**src/rtl/sad_arbiter.sv**
```systemverilog
// Two-requester arbiter sequencing jobs on a shared SAD controller.
// Ties go to whichever requester was not served last; a stuck job is aborted by a cycle timeout.
module sad_arbiter #(
    parameter int TIMEOUT = 1023,
    parameter int SUM_W   = 32
) (
    input  logic             Clk,
    input  logic             Rst,
    input  logic [1:0]       req,
    output logic [1:0]       gnt,
    output logic [1:0]       ack,
    output logic             err,
    output logic             go,
    input  logic             done,
    output logic             ctrl_rst,
    input  logic [SUM_W-1:0] sum_in,
    output logic [SUM_W-1:0] result,
    output logic             bank_sel
);

    // state | meaning
    // IDLE  | no job; waiting for a request
    // START | go pulse to the SAD controller, grant asserted
    // BUSY  | waiting for done; counting cycles toward the timeout
    // ACK   | successful completion pulse to the granted requester
    // ABORT | timeout completion pulse plus controller abort
    typedef enum logic [2:0] {IDLE, START, BUSY, ACK, ABORT} state_t;

    localparam logic [9:0] TC = 10'(TIMEOUT - 1);

    state_t           state, state_nxt;
    logic             g, g_nxt;
    logic             last_served, last_nxt;
    logic [9:0]       cnt, cnt_nxt;
    logic             capture;

    always_ff @(posedge Clk or posedge Rst) begin
        if (Rst) begin
            state       <= IDLE;
            g           <= 1'b0;
            last_served <= 1'b1;
            cnt         <= 10'd0;
            result      <= '0;
        end else begin
            state       <= state_nxt;
            g           <= g_nxt;
            last_served <= last_nxt;
            cnt         <= cnt_nxt;
            if (capture)
                result <= sum_in;
        end
    end

    always_comb begin
        state_nxt = state;
        g_nxt     = g;
        last_nxt  = last_served;
        cnt_nxt   = cnt;
        capture   = 1'b0;
        gnt       = 2'b00;
        ack       = 2'b00;
        err       = 1'b0;
        go        = 1'b0;
        ctrl_rst  = 1'b0;
        case (state)
            IDLE: begin
                if (req != 2'b00) begin
                    state_nxt = START;
                    g_nxt     = (req == 2'b11) ? ~last_served : req[1];
                end
            end
            START: begin
                gnt[g]    = 1'b1;
                go        = 1'b1;
                cnt_nxt   = 10'd0;
                state_nxt = BUSY;
            end
            BUSY: begin
                gnt[g] = 1'b1;
                // done takes priority over a timeout landing on the same edge
                if (done) begin
                    capture   = 1'b1;
                    state_nxt = ACK;
                end else if (cnt == TC) begin
                    state_nxt = ABORT;
                end else begin
                    cnt_nxt = cnt + 10'd1;
                end
            end
            ACK: begin
                gnt[g]    = 1'b1;
                ack[g]    = 1'b1;
                last_nxt  = g;
                state_nxt = IDLE;
            end
            ABORT: begin
                gnt[g]    = 1'b1;
                ack[g]    = 1'b1;
                err       = 1'b1;
                ctrl_rst  = 1'b1;
                last_nxt  = g;
                state_nxt = IDLE;
            end
            default: state_nxt = IDLE;
        endcase
    end

    assign bank_sel = g;

endmodule

```
**config.mk**
```make
export PLATFORM = sky130hd
export DESIGN_NAME = sad_arbiter
export DESIGN_NICKNAME = d
export VERILOG_FILES = /design/src/rtl/sad_arbiter.sv
export SDC_FILE = /design/constraint.sdc
export NUM_CORES = 1
export LEC_CHECK = 0
export BUFFER_PORTS_ARGS = -buffer_cell sky130_fd_sc_hd__buf_2
export CELL_PAD_IN_SITES_DETAIL_PLACEMENT = 1
export CELL_PAD_IN_SITES_GLOBAL_PLACEMENT = 1
export CORE_MARGIN = 4
export CORE_UTILIZATION = 30
export DETAILED_ROUTE_END_ITERATION = 10
export MAX_ROUTING_LAYER = met4
export PLACE_DENSITY = 0.78
export SYNTH_ARGS = -nofsm -noshare
export SYNTH_HDL_FRONTEND = slang
export SYNTH_SLANG_ARGS = --single-unit
```
**constraint.sdc**
```tcl
create_clock -name Clk -period 2 [get_ports Clk]
set_input_delay 0.2 -clock Clk [delete_from_list [all_inputs] [get_ports Clk]]
set_output_delay 0.2 -clock Clk [all_outputs]
set_load 0.05 [all_outputs]
```
; Yosys cells after proc, flatten, opt, wreduce, memory -nomap -nowiden
; Cells that the tools add are included.
[classes]
bitwise_logic = 1
magnitude_cmp = 2
n_shift = 0
n_div = 0
n_eq_ne = 10
n_addsub = 1
n_mul = 0
reduce_logical = 9
muxes = 16
[op_table]
columns = cell, count
row1 = 2-to-1 mux 10 bit, 2
row2 = one-hot mux 10 bit (2 select lines), 1
row3 = adder 10 x 1 -> 10 bit (second input constant), 1
row4 = == test 10 bit (second input constant), 1
row5 = 2-to-1 mux 3 bit, 3
row6 = one-hot mux 3 bit (3 select lines), 1
row7 = == test 3 x 2 -> 1 bit (second input constant), 2
row8 = 2-to-1 mux 1 bit, 6
row9 = != test 2 bit (second input constant), 3
row10 = 2-to-1 mux 2 bit, 2
row11 = AND reduction 2 bit, 2
row12 = nonzero test 2 bit, 2
row13 = OR reduction 4 bit, 1
row14 = == test 3 x 1 -> 1 bit (second input constant), 1
row15 = == test 3 bit (second input constant), 1
row16 = logical NOT 3 bit, 1
row17 = != test 3 bit (second input constant), 1
row18 = AND reduction 3 bit, 1
row19 = == test 2 bit (second input constant), 1
row20 = < comparator 1 x 2 -> 1 bit (second input constant), 1
row21 = OR reduction 2 bit, 1
row22 = demux 1 bit (select 1 bit), 1
row23 = greater-or-equal comparator 1 bit (second input constant), 1
row24 = logical AND 1 bit, 1
row25 = NOT 1 bit, 1
[word_totals]
input_bits = 37
mem_bits_ro = 0
mem_bits_rw = 0
latchBits = 0
memories = 0
word_cells = 44
reg_bits = 47

; Logic depth before layout (Yosys ltp)
[depth]
depth_word = 5
mapped_depth = 6
ltp_nobuf = 6

; Worst setup path before layout
; Ideal clock, no wire load.
[synth_timing]
path_type = register to register
from = register state[2]
to = register last_served
slack_ps = -1011
stages_incl_launch_ff = 5
period_less_slack_ps = 3011
t_arrival_ps = 2898
cell_sequence = dfrtp_1 > nor3b_1 > o21bai_1 > nor2b_1 > nor2_1
[synth_via]
elab_chain_cells = 2
[synth_lines]
columns = element, line
row1 = from (decl), 31  ; state_t state, state_nxt;
row2 = from (signal assigned), 45  ; state <= state_nxt;
row3 = == test 3 bit / == test 3 x 2 -> 1 bit (equally long branches), 65  ; case (state)
row4 = OR reduction 2 bit (no line) (*), -
row5 = to (signal assigned), 47  ; last_served <= last_nxt;
row6 = to (decl), 33  ; logic last_served, last_nxt;
; Mark *: on every way between the ends. The rest lies on a longest branch, timed or not.
; A chain may end at the register's enable or synchronous reset.

; Final worst setup path
[layout_timing]
from = register state[2]
to = output port go
[layout_via]
elab_chain_cells = 2
[layout_lines]
columns = element, line
row1 = == test 3 x 1 -> 1 bit, 65
row2 = 2-to-1 mux 1 bit, 65
row3 = to (decl), 13  ; output logic go,
; No other way between the ends.

==> impl_metrics.env <==
export IMPL_synth_cells=228
export IMPL_core_area_um2=6790
export IMPL_utilization_pct=40.3
export IMPL_grt_antenna_before_repair=0
export IMPL_vias=1824
export IMPL_route_detailed_drc=0
export IMPL_first_global_vias=1896
export IMPL_initial_core_util_pct=30.8
export IMPL_synth_top_area_share_pct=55.1
export IMPL_cts_max_path_buffers=2
export IMPL_r2r_setup_slack_ns=0.16
export IMPL_postSynthAreaPerCell_um2=9.17
export IMPL_cp_slowest_cell="or3b_1"
export IMPL_layout_drive_gt1_share_pct=32.7
export IMPL_fin_skew_ns=0.00945
export IMPL_ant_nets=0
export IMPL_drt_pass1_iterations=3
export IMPL_holdWs_ns=0.0874
export IMPL_final_area_um2=2740
export IMPL_die_x_um=91.5
export IMPL_cts_tree="done"
export IMPL_slew_headroom_pct=68.0
export IMPL_setup_tns_ns=0
export IMPL_via_per_inst=4.50
export IMPL_period_share_pct=93.4
export IMPL_drv_cap=0
export IMPL_track_usage_pct=14.3
export IMPL_gp_congestion=0.835
export IMPL_final_common_cell="nand2_1"
export IMPL_synth_seq_area_share_pct=56.3
export IMPL_slowest_delay_ns=0.54
export IMPL_clock_sinks=47
export IMPL_place_inst=395
export IMPL_p_leak_nw=1.50
export IMPL_synth_nets=267
export IMPL_cts_buffers=5
export IMPL_final_cell_mix="110 x nand2_1, 75 x buf_2, 44 x dfrtp_1, 7 x nand3_1, 6 x o21ai_0"
export IMPL_cts_root_buf="clkbuf_8"
export IMPL_status="finished clean"
export IMPL_startpoint_type="flop"
export IMPL_grt_first_pass_wirelength_mm=9.48
export IMPL_fmax_mhz=536
export IMPL_worst_slew_pin_slew_ns=0.479
export IMPL_routedWlPerCell_um=13.6
export IMPL_hold_viol_final=0
export IMPL_htree_num_levels=2
export IMPL_dp_hpwl_mm=4.18
export IMPL_synth_area_um2=2090
export IMPL_synth_edf_count=0
export IMPL_drtIter0Drc=39
export IMPL_ys_async_sr_fraction_pct=100
export IMPL_finalNetCount=347
export IMPL_antenna_cells=0
export IMPL_synthFlopType="dfrtp_1"
export IMPL_clk_insertion_delay_late_ns=0.30
export IMPL_num_io_pins=77
export IMPL_crit_required_ns=1.80
export IMPL_critPathMaxFanout=8
export IMPL_die_area_um2=8370
export IMPL_ys_ff_latch=47
export IMPL_path_class="reg -> out"
export IMPL_critPathTopFamily="simple AND/OR/NAND/NOR gates"
export IMPL_grt_ovfl_total=0
export IMPL_critPathArrivalTime_ns=1.67
export IMPL_port_buffers=76
export IMPL_hold_class="in -> reg"
export IMPL_ys_warn_count=0
export IMPL_wl_mm=5.51
export IMPL_path_buf_inv=2
export IMPL_clkTransAtPathRegs_ns=0.09
export IMPL_cp_end_kind="output port"
export IMPL_netlist_top_cells_area="dfrtp_1 55%, nand2_1 20%, mux2i_1 1.9%, nand3_1 1.7%, o21ai_0 1.4%"
export IMPL_die_y_um=91.5
export IMPL_power_density_nw_per_um2=1800
export IMPL_rows=30
export IMPL_grt_max_degree=31
export IMPL_slew_viol_final=0
export IMPL_stdcell_count=405
export IMPL_ys_types=37
export IMPL_yosys_area_top_type="dfrtp_1"
export IMPL_fin_crit_ns=1.87
export IMPL_setup_viol=0
export IMPL_post_dp_cell_area_um2=2600
export IMPL_cp_cell_sequence="or3b_1 -> inv_1 -> buf_2"
export IMPL_peakVddDrop_mv=0.635
export IMPL_rsz0062_at_grt="false"
export IMPL_area_growth_syn_to_layout_pct=31.0
## what timing repair did
action	in CTS	in global routing
resized for setup	0	3
setup endpoints to repair	0	3
hold buffers	1	0
buffers inserted	0	1
endpoints found under the hold margin	19	0
## sequential cells by signal (all words and copies together), names as in the netlist
register,cells
last_served,1
state,3
result,32
cnt,10
bank_sel,1
## tightest hold or removal path, delay by kind of cell
kind                   cells  cell delay (ns)
AND/OR/NAND/NOR            2             0.09
buffers and inverters      1             0.07
## final timing paths
| path | start | to | depth (start not counted) |
|---|---|---|---|
| setup reg to reg | state[0] | cnt[2] | 5 |
| hold reg to reg | result[14] | result[14] | 2 |
| max in group asynchronous | Rst | last_served | 4 |
| setup / recovery | state[2] | go | 3 |
| min in group asynchronous | Rst | result[9] | 3 |
| hold / removal | sum_in[12] | result[12] | 3 |
## stage by stage
stage / total power [W] / worst slack, ns
finish: 0.00494 / 0.133
global route: 0.00528 / 0.0109
global placement: 0.00420 / 0.304
floorplan: 0.00361 / 0.0319
CTS: 0.00500 / 0.0239
detailed placement: 0.00428 / 0.251
## layer usage
layer	track usage (%)	wire length (um)	vias to the layer above	part of all wire [%]
li1	-	-	895	-
met1	17.7	2360	874	43
met2	23.4	2840	49	52
met3	3.15	262	6	4.8
met4	4.15	41	0	0.74
met5	-	0	-	0
## where the power goes
part | total (W) | switching, W | internal, W
registers | 0.00164 | 0.000295 | 0.00134
clock network | 0.000698 | 0.000326 | 0.000372
logic | 0.00260 | 0.00196 | 0.000647
total | 0.00494 | 0.00258 | 0.00236
## kinds of logic after synthesis
group / after synthesis / synth area share (%)
adder cells (fa/ha/maj): 2 / 1.20
multiplexers: 4 / 1.92
buffers and inverters: 13 / 3.41
AO/OA/AOI/OAI: 17 / 6.28
flip-flops: 47 / 56.3
AND/OR/NAND/NOR: 145 / 30.9
## area by class of cell
class | instances | area [um^2]
fillers | 840 | 4060
flip-flops and latches | 47 | 1180
multi-input cells | 168 | 856
repair buffers | 82 | 455
well taps | 96 | 120
clock buffers | 5 | 68.8
clock inverters | 3 | 43.8
inverters | 4 | 15.0
## cells in the mapped netlist (2+ instances only)
library cell  count
a21o_1            2
nand2_1         110
nand3_1           7
nor2_1            4
o21ai_0           6
and3_1            2
buf_4             4
dfrtp_1          46
clkbuf_1          4
mux2i_1           4
nor3b_1           2
o31ai_1           2
and2_1            3
inv_1             4
ha_1              2
or3_1             2
nor3_1            3
nand4_1           2
(Power assumes the default switching activity.)
